<file path="config.mk">
export PLATFORM = sky130hd
export DESIGN_NAME = bcd_down_counter
export DESIGN_NICKNAME = d
export VERILOG_FILES = /design/src/rtl/bcd_down_counter.sv
export SDC_FILE = /design/constraint.sdc
export NUM_CORES = 1
export LEC_CHECK = 0
export CORE_MARGIN = 5
export CORE_UTILIZATION = 49
export CTS_BUF_LIST = sky130_fd_sc_hd__clkbuf_8
export CTS_CLUSTER_SIZE = 8
export DETAILED_ROUTE_END_ITERATION = 10
export GPL_ROUTABILITY_DRIVEN = 0
export HOLD_SLACK_MARGIN = 0.03
export PLACE_DENSITY = 0.91
export SLEW_MARGIN = 20
export SYNTH_ARGS = -nofsm -noshare
export SYNTH_HDL_FRONTEND = slang
export SYNTH_SLANG_ARGS = --single-unit
</file>
<file path="constraint.sdc">
create_clock -name clk -period 3.8 [get_ports clk]
set_input_delay 0.38 -clock clk [delete_from_list [all_inputs] [get_ports clk]]
set_output_delay 0.38 -clock clk [all_outputs]
set_load 0.02 [all_outputs]
</file>
<file path="src/rtl/bcd_down_counter.sv">
// -----------------------------------------------------------------------------
// bcd_down_counter
//
// Multi-digit BCD countdown timer. A load captures a BCD preset (each digit
// above 9 is clamped to 9), then every enabled cycle in RUN subtracts one,
// borrowing decimally between digits. Reaching zero moves the counter to DONE
// and emits a single-cycle done pulse.
//
// Optional build macro:
//   AUTO_RELOAD_EN - at terminal count the counter reloads the last preset and
//                    keeps running instead of halting; done still pulses once
//                    per period.
//
// Parameters:
//   DIGITS   number of BCD digits (1..8); count is 4*DIGITS bits wide.
//
// Ports:
//   clk       in   rising-edge clock
//   clear     in   asynchronous active-high reset
//   load      in   synchronous load strobe (beats en)
//   load_val  in   BCD preset, digit 0 in bits [3:0]
//   en        in   count enable, honoured only in RUN
//   count     out  registered BCD count
//   busy      out  high while in RUN
//   zero      out  high while count is zero
//   done      out  one-cycle pulse when terminal count is reached
// -----------------------------------------------------------------------------
module bcd_down_counter #(
    parameter int DIGITS = 2
) (
    input  logic                  clk,
    input  logic                  clear,
    input  logic                  load,
    input  logic [4*DIGITS-1:0]   load_val,
    input  logic                  en,
    output logic [4*DIGITS-1:0]   count,
    output logic                  busy,
    output logic                  zero,
    output logic                  done
);

    localparam int W = 4 * DIGITS;
    localparam logic [W-1:0] BCD_ONE = W'(1);

    typedef enum logic [1:0] {
        ST_IDLE = 2'd0,
        ST_RUN  = 2'd1,
        ST_DONE = 2'd2
    } state_t;

    // Clamp every digit to the BCD range so downstream display logic never
    // sees a non-decimal digit.
    function automatic logic [W-1:0] bcd_sanitise(input logic [W-1:0] v);
        logic [W-1:0] r;
        logic [3:0]   d;
        r = '0;
        for (int i = 0; i < DIGITS; i++) begin
            d = v[4*i +: 4];
            r[4*i +: 4] = (d > 4'd9) ? 4'd9 : d;
        end
        return r;
    endfunction

    // Subtract one with a decimal borrow rippling from digit 0 upward. Only
    // used for counts of two or more, so the top digit never underflows.
    function automatic logic [W-1:0] bcd_decrement(input logic [W-1:0] v);
        logic [W-1:0] r;
        logic [3:0]   d;
        logic         borrow;
        r      = v;
        borrow = 1'b1;
        for (int i = 0; i < DIGITS; i++) begin
            d = v[4*i +: 4];
            if (borrow) begin
                if (d == 4'd0) begin
                    r[4*i +: 4] = 4'd9;
                end else begin
                    r[4*i +: 4] = d - 4'd1;
                    borrow      = 1'b0;
                end
            end
        end
        return r;
    endfunction

    state_t         state_q, state_d;
    logic [W-1:0]   count_q, count_d;
    logic           done_q,  done_d;
    logic [W-1:0]   load_bcd;

`ifdef AUTO_RELOAD_EN
    logic [W-1:0]   preset_q, preset_d;
`endif

    assign load_bcd = bcd_sanitise(load_val);

    always_comb begin
        state_d = state_q;
        count_d = count_q;
        done_d  = 1'b0;
`ifdef AUTO_RELOAD_EN
        preset_d = preset_q;
`endif
        if (load) begin
            // A zero preset goes straight to DONE without a done pulse.
            count_d = load_bcd;
            state_d = (load_bcd == '0) ? ST_DONE : ST_RUN;
`ifdef AUTO_RELOAD_EN
            preset_d = load_bcd;
`endif
        end else if (state_q == ST_RUN && en) begin
            if (count_q == BCD_ONE) begin
                done_d = 1'b1;
`ifdef AUTO_RELOAD_EN
                // Reload instead of passing through zero: period == preset.
                count_d = preset_q;
`else
                count_d = '0;
                state_d = ST_DONE;
`endif
            end else begin
                count_d = bcd_decrement(count_q);
            end
        end
    end

    always_ff @(posedge clk or posedge clear) begin
        if (clear) begin
            state_q <= ST_IDLE;
            count_q <= '0;
            done_q  <= 1'b0;
        end else begin
            state_q <= state_d;
            count_q <= count_d;
            done_q  <= done_d;
        end
    end

`ifdef AUTO_RELOAD_EN
    always_ff @(posedge clk or posedge clear) begin
        if (clear) begin
            preset_q <= '0;
        end else begin
            preset_q <= preset_d;
        end
    end
`endif

    assign count = count_q;
    assign busy  = (state_q == ST_RUN);
    assign zero  = (count_q == '0);
    assign done  = done_q;

endmodule

</file>
Word-level counts from Yosys, hierarchy flattened
Cells that the tools add are included.
{"block": "totals", "regBits": 11, "inputBits": 12, "out_inout_bits": 11, "wordCells": 39}
{"block": "classes", "addsub": 2, "n_lt_le_gt_ge": 2, "n_eq_ne": 2, "n_mux": 19, "reduce_logical": 10}
{"op": "$mux W8", "count": 3}
{"op": "$mux W4", "count": 5}
{"op": "$logic_not A8 Y1", "count": 2}
{"op": "$eq A8 B1 Y1 const B", "count": 1}
{"op": "$gt A4 B4 Y1 const B", "count": 2}
{"op": "$logic_not A4 Y1", "count": 2}
{"op": "$mux W2", "count": 4}
{"op": "$sub A4 B1 Y4 const B", "count": 2}
{"op": "$mux W1", "count": 7}
{"op": "$reduce_and A2 Y1", "count": 2}
{"op": "$reduce_bool A2 Y1", "count": 2}
{"op": "$reduce_bool A3 Y1", "count": 1}
{"op": "$eq A2 B1 Y1 const B", "count": 1}
{"op": "$logic_and A1 B1 Y1", "count": 1}

Logic depth before layout (Yosys ltp)
{"block": "logic_depth", "depth_word": 9, "ltp_mapped": 5, "mapped_depth_nobuf": 4}

Least setup slack after synthesis
OpenSTA, ideal clock, no wires.
{"block": "synth_timing", "kind": "reg2out", "start": "register count_q[4] (netlist: count[4])", "end": "output zero", "arrival_time_ns": 1.549, "required_time_ns": 3.420, "setup_slack_ns": 1.871, "stages_incl_launch_ff": 3, "path_buffers": 0, "cell_sequence": "dfrtp_1 > or4_4 > nor3_1"}
{"block": "synth_between", "elab_chain_cells": 1}
{"element": "from (decl)", "line_no": "87", "source": "logic [W-1:0] count_q, count_d;"}
{"element": "from (signal assigned)", "line_no": "134", "source": "count_q <= count_d;"}
{"element": "$logic_not A8 Y1", "line_no": "151", "source": "assign zero = (count_q == '0);"}
{"element": "to (decl)", "line_no": "38", "source": "output logic zero,"}
No other way between the ends.

Final worst setup path
Ends and elaborated chain as after synthesis.

==> results.json <==
{
  "status": "finished, final reports clean",
  "numCtsBuffers": 3,
  "finalSetupViolations": 0,
  "drt-pass1-iter-count": 4,
  "fp.dieW_um": 47.0,
  "die-height_um": 47.0,
  "ys_seq_area_share_pct": 41.1,
  "synth_cell_types": 34,
  "post_drt_wl_per_cell_um": 15.7,
  "dieArea_um2": 2210,
  "clk_latency_ns": 0.23,
  "syn2layout_area_growth_pct": 41.1,
  "total_power_mw": 0.385,
  "start_util_pct": 51.4,
  "worst_pin_slew_ns": 0.569,
  "rows": 13,
  "fin_crit_sh_pct": 64.1,
  "postSynthCellCount": 74,
  "clk_path_buf_depth": 2,
  "ant_nets": 0,
  "hold_viol": 0,
  "antenna_found_initial": 0,
  "holdBufCountCts": 0,
  "cts_tree": "done",
  "drtIter0Drc": 13,
  "critical_path_required_ns": 3.42,
  "cts_resized": 0,
  "final_cell_mix": "clkdlybuf4s50_1 (22), dfrtp_1 (11), o21ai_0 (7), inv_1 (6), nor3_1 (5)",
  "post-dp-hpwl_mm": 1.32,
  "crit_arrival_ns": 2.05,
  "grt_pass1_wl_mm": 2.91,
  "startpoint_type": "register",
  "ctsHtreeMaxLevel": 1,
  "ys_warn_count": 0,
  "ys_ff_latch": 11,
  "synth.net_count": 86,
  "wl_mm": 1.78,
  "slew_headroom_pct": 61.9,
  "syn_area_um2": 669,
  "cts.clk_slew.worst_paths_ns": 0.05,
  "finalSetupTns_ns": 0,
  "grt_max_degree": 18,
  "hp-class": "in -> async",
  "rsz0062_at_grt": "no",
  "core-area_um2": 1300,
  "clock_skew_ns": 0.000499,
  "grt_overflow": 0,
  "grt_use_total_pct": 19.2,
  "maxCapViolCount": 0,
  "crit_type": "reg -> out",
  "clock_sinks": 11,
  "crit_path_end_kind": "output port",
  "cts_root_buf": "clkbuf_8",
  "fmax_mhz": 411,
  "vias_per_cell": 6.01,
  "ios": 23,
  "io_buffers": 22,
  "ir_drop_uv": 296,
  "worst-path-max-fanout": 9,
  "p_per_area_nw_per_um2": 408,
  "p_leak_nw": 0.373,
  "num_vias": 679,
  "layout_commonest_cell": "clkdlybuf4s50_1",
  "slew_viol_final": 0,
  "avgSynthCellArea_um2": 9.05,
  "antennaDiodeCount": 0,
  "cts_setup_buffers": 0,
  "grt_pass1_vias": 658,
  "remaining_drc_errors": 0,
  "nNetsFinal": 111,
  "period_minus_slack_ns": 2.43,
  "drive_gt1_share_pct": 11.2
}
stage by stage:
step / worst slack [ns] / area (um2) / std cells / util, % / hold WS [ns]
after floorplan: 1.87 / 669 / 74 / - / 0.232
after global placement: 1.65 / 900 / 109 / 69.1 / 0.534
after detailed placement: 1.62 / 900 / 109 / 69.1 / 0.541
after CTS: 1.36 / 945 / 113 / 72.6 / 0.443
after global routing: 1.27 / 945 / 113 / 72.6 / 0.466
final: 1.37 / 945 / 113 / 72.6 / 0.429
registers in the layout, summed over array words and instances (netlist names):
| signal | cells |
|---|---|
| count | 8 |
| done | 1 |
| state_q | 2 |
critical path, stage by stage, from the launching register on:
cell	delay (ns)
dfrtp_1	0.46
or4_4	0.59
nor3_1	0.15
clkdlybuf4s50_1	0.63
worst paths after layout:
path                         endpoint  slack (ns)  startpoint  cells after the start
setup / recovery                 zero        1.37    count[4]                      3
hold / removal                   done        0.43       clear                      2
max in group asynchronous    count[3]        3.09       clear                      2
setup reg to reg             count[6]        2.08    count[4]                      4
min in group clk           state_q[0]        0.55  state_q[0]                      1
hold reg to reg            state_q[0]        0.55  state_q[0]                      1
Yosys cell counts:
master | instances | area share, %
dfrtp_1 | 11 | 41
o21ai_0 | 7 | 5.2
inv_1 | 5 | 2.8
nor3_1 | 5 | 3.7
a21oi_1 | 4 | 3.0
a31oi_1 | 4 | 3.7
nor2_1 | 4 | 2.2
nand2_1 | 3 | 1.7
mux2_2 | 2 | 3.4
nand3_1 | 2 | 1.5
nand3b_1 | 2 | 2.2
nor4_1 | 2 | 1.9
o31ai_1 | 2 | 2.2
a21oi_2 | 1 | 1.3
a221o_1 | 1 | 1.5
a22o_1 | 1 | 1.3
a22o_2 | 1 | 1.5
a22oi_1 | 1 | 1.1
and3_1 | 1 | 0.94
buf_2 | 1 | 0.75
clkbuf_1 | 1 | 0.56
nand2_2 | 1 | 0.94
nand2b_1 | 1 | 0.94
nand4bb_1 | 1 | 1.7
nor2_4 | 1 | 1.7
nor2b_1 | 1 | 0.94
nor3b_1 | 1 | 1.1
nor4b_1 | 1 | 1.3
o21a_1 | 1 | 1.1
or3_1 | 1 | 0.94
or3_2 | 1 | 1.1
or4_4 | 1 | 1.7
or4b_1 | 1 | 1.5
xnor2_1 | 1 | 1.3
per-layer routing:
metal  share of wire, %  vias up  GRT usage [%]  routed length (um)
met4                  0        0           3.31                   0
met1                 42      317           22.2                 741
li1                   -      333              -                   -
met3                8.3        0           8.81                 147
met5                  0        -              0                   0
met2                 50       29           33.1                 890
cell type report:
class,instances,area (um2)
Clock buffer,3,41.3
Clock inverter,1,3.75
Fill cell,108,357
Inverter,5,18.8
Multi-Input combinational cell,56,367
Sequential cell,11,275
Tap cell,15,18.8
Timing Repair Buffer,22,220
logic make-up after synthesis:
group	count (synthesis)	share of synthesized area [%]
XOR/XNOR	1	1.31
AO/OA/AOI/OAI	23	22.1
flip-flops	11	41.1
AND/OR/NAND/NOR	30	28.0
multiplexers	2	3.36
buffers and inverters	7	4.11
power by group:
group	leakage [nW]	switching, mW	internal (mW)
clock	0.0269	0.0415	0.0707
combinational	0.215	0.0565	0.0590
sequential	0.131	0.0258	0.132
total	0.373	0.124	0.261
No activity file was read; power rests on OpenSTA's default activity.
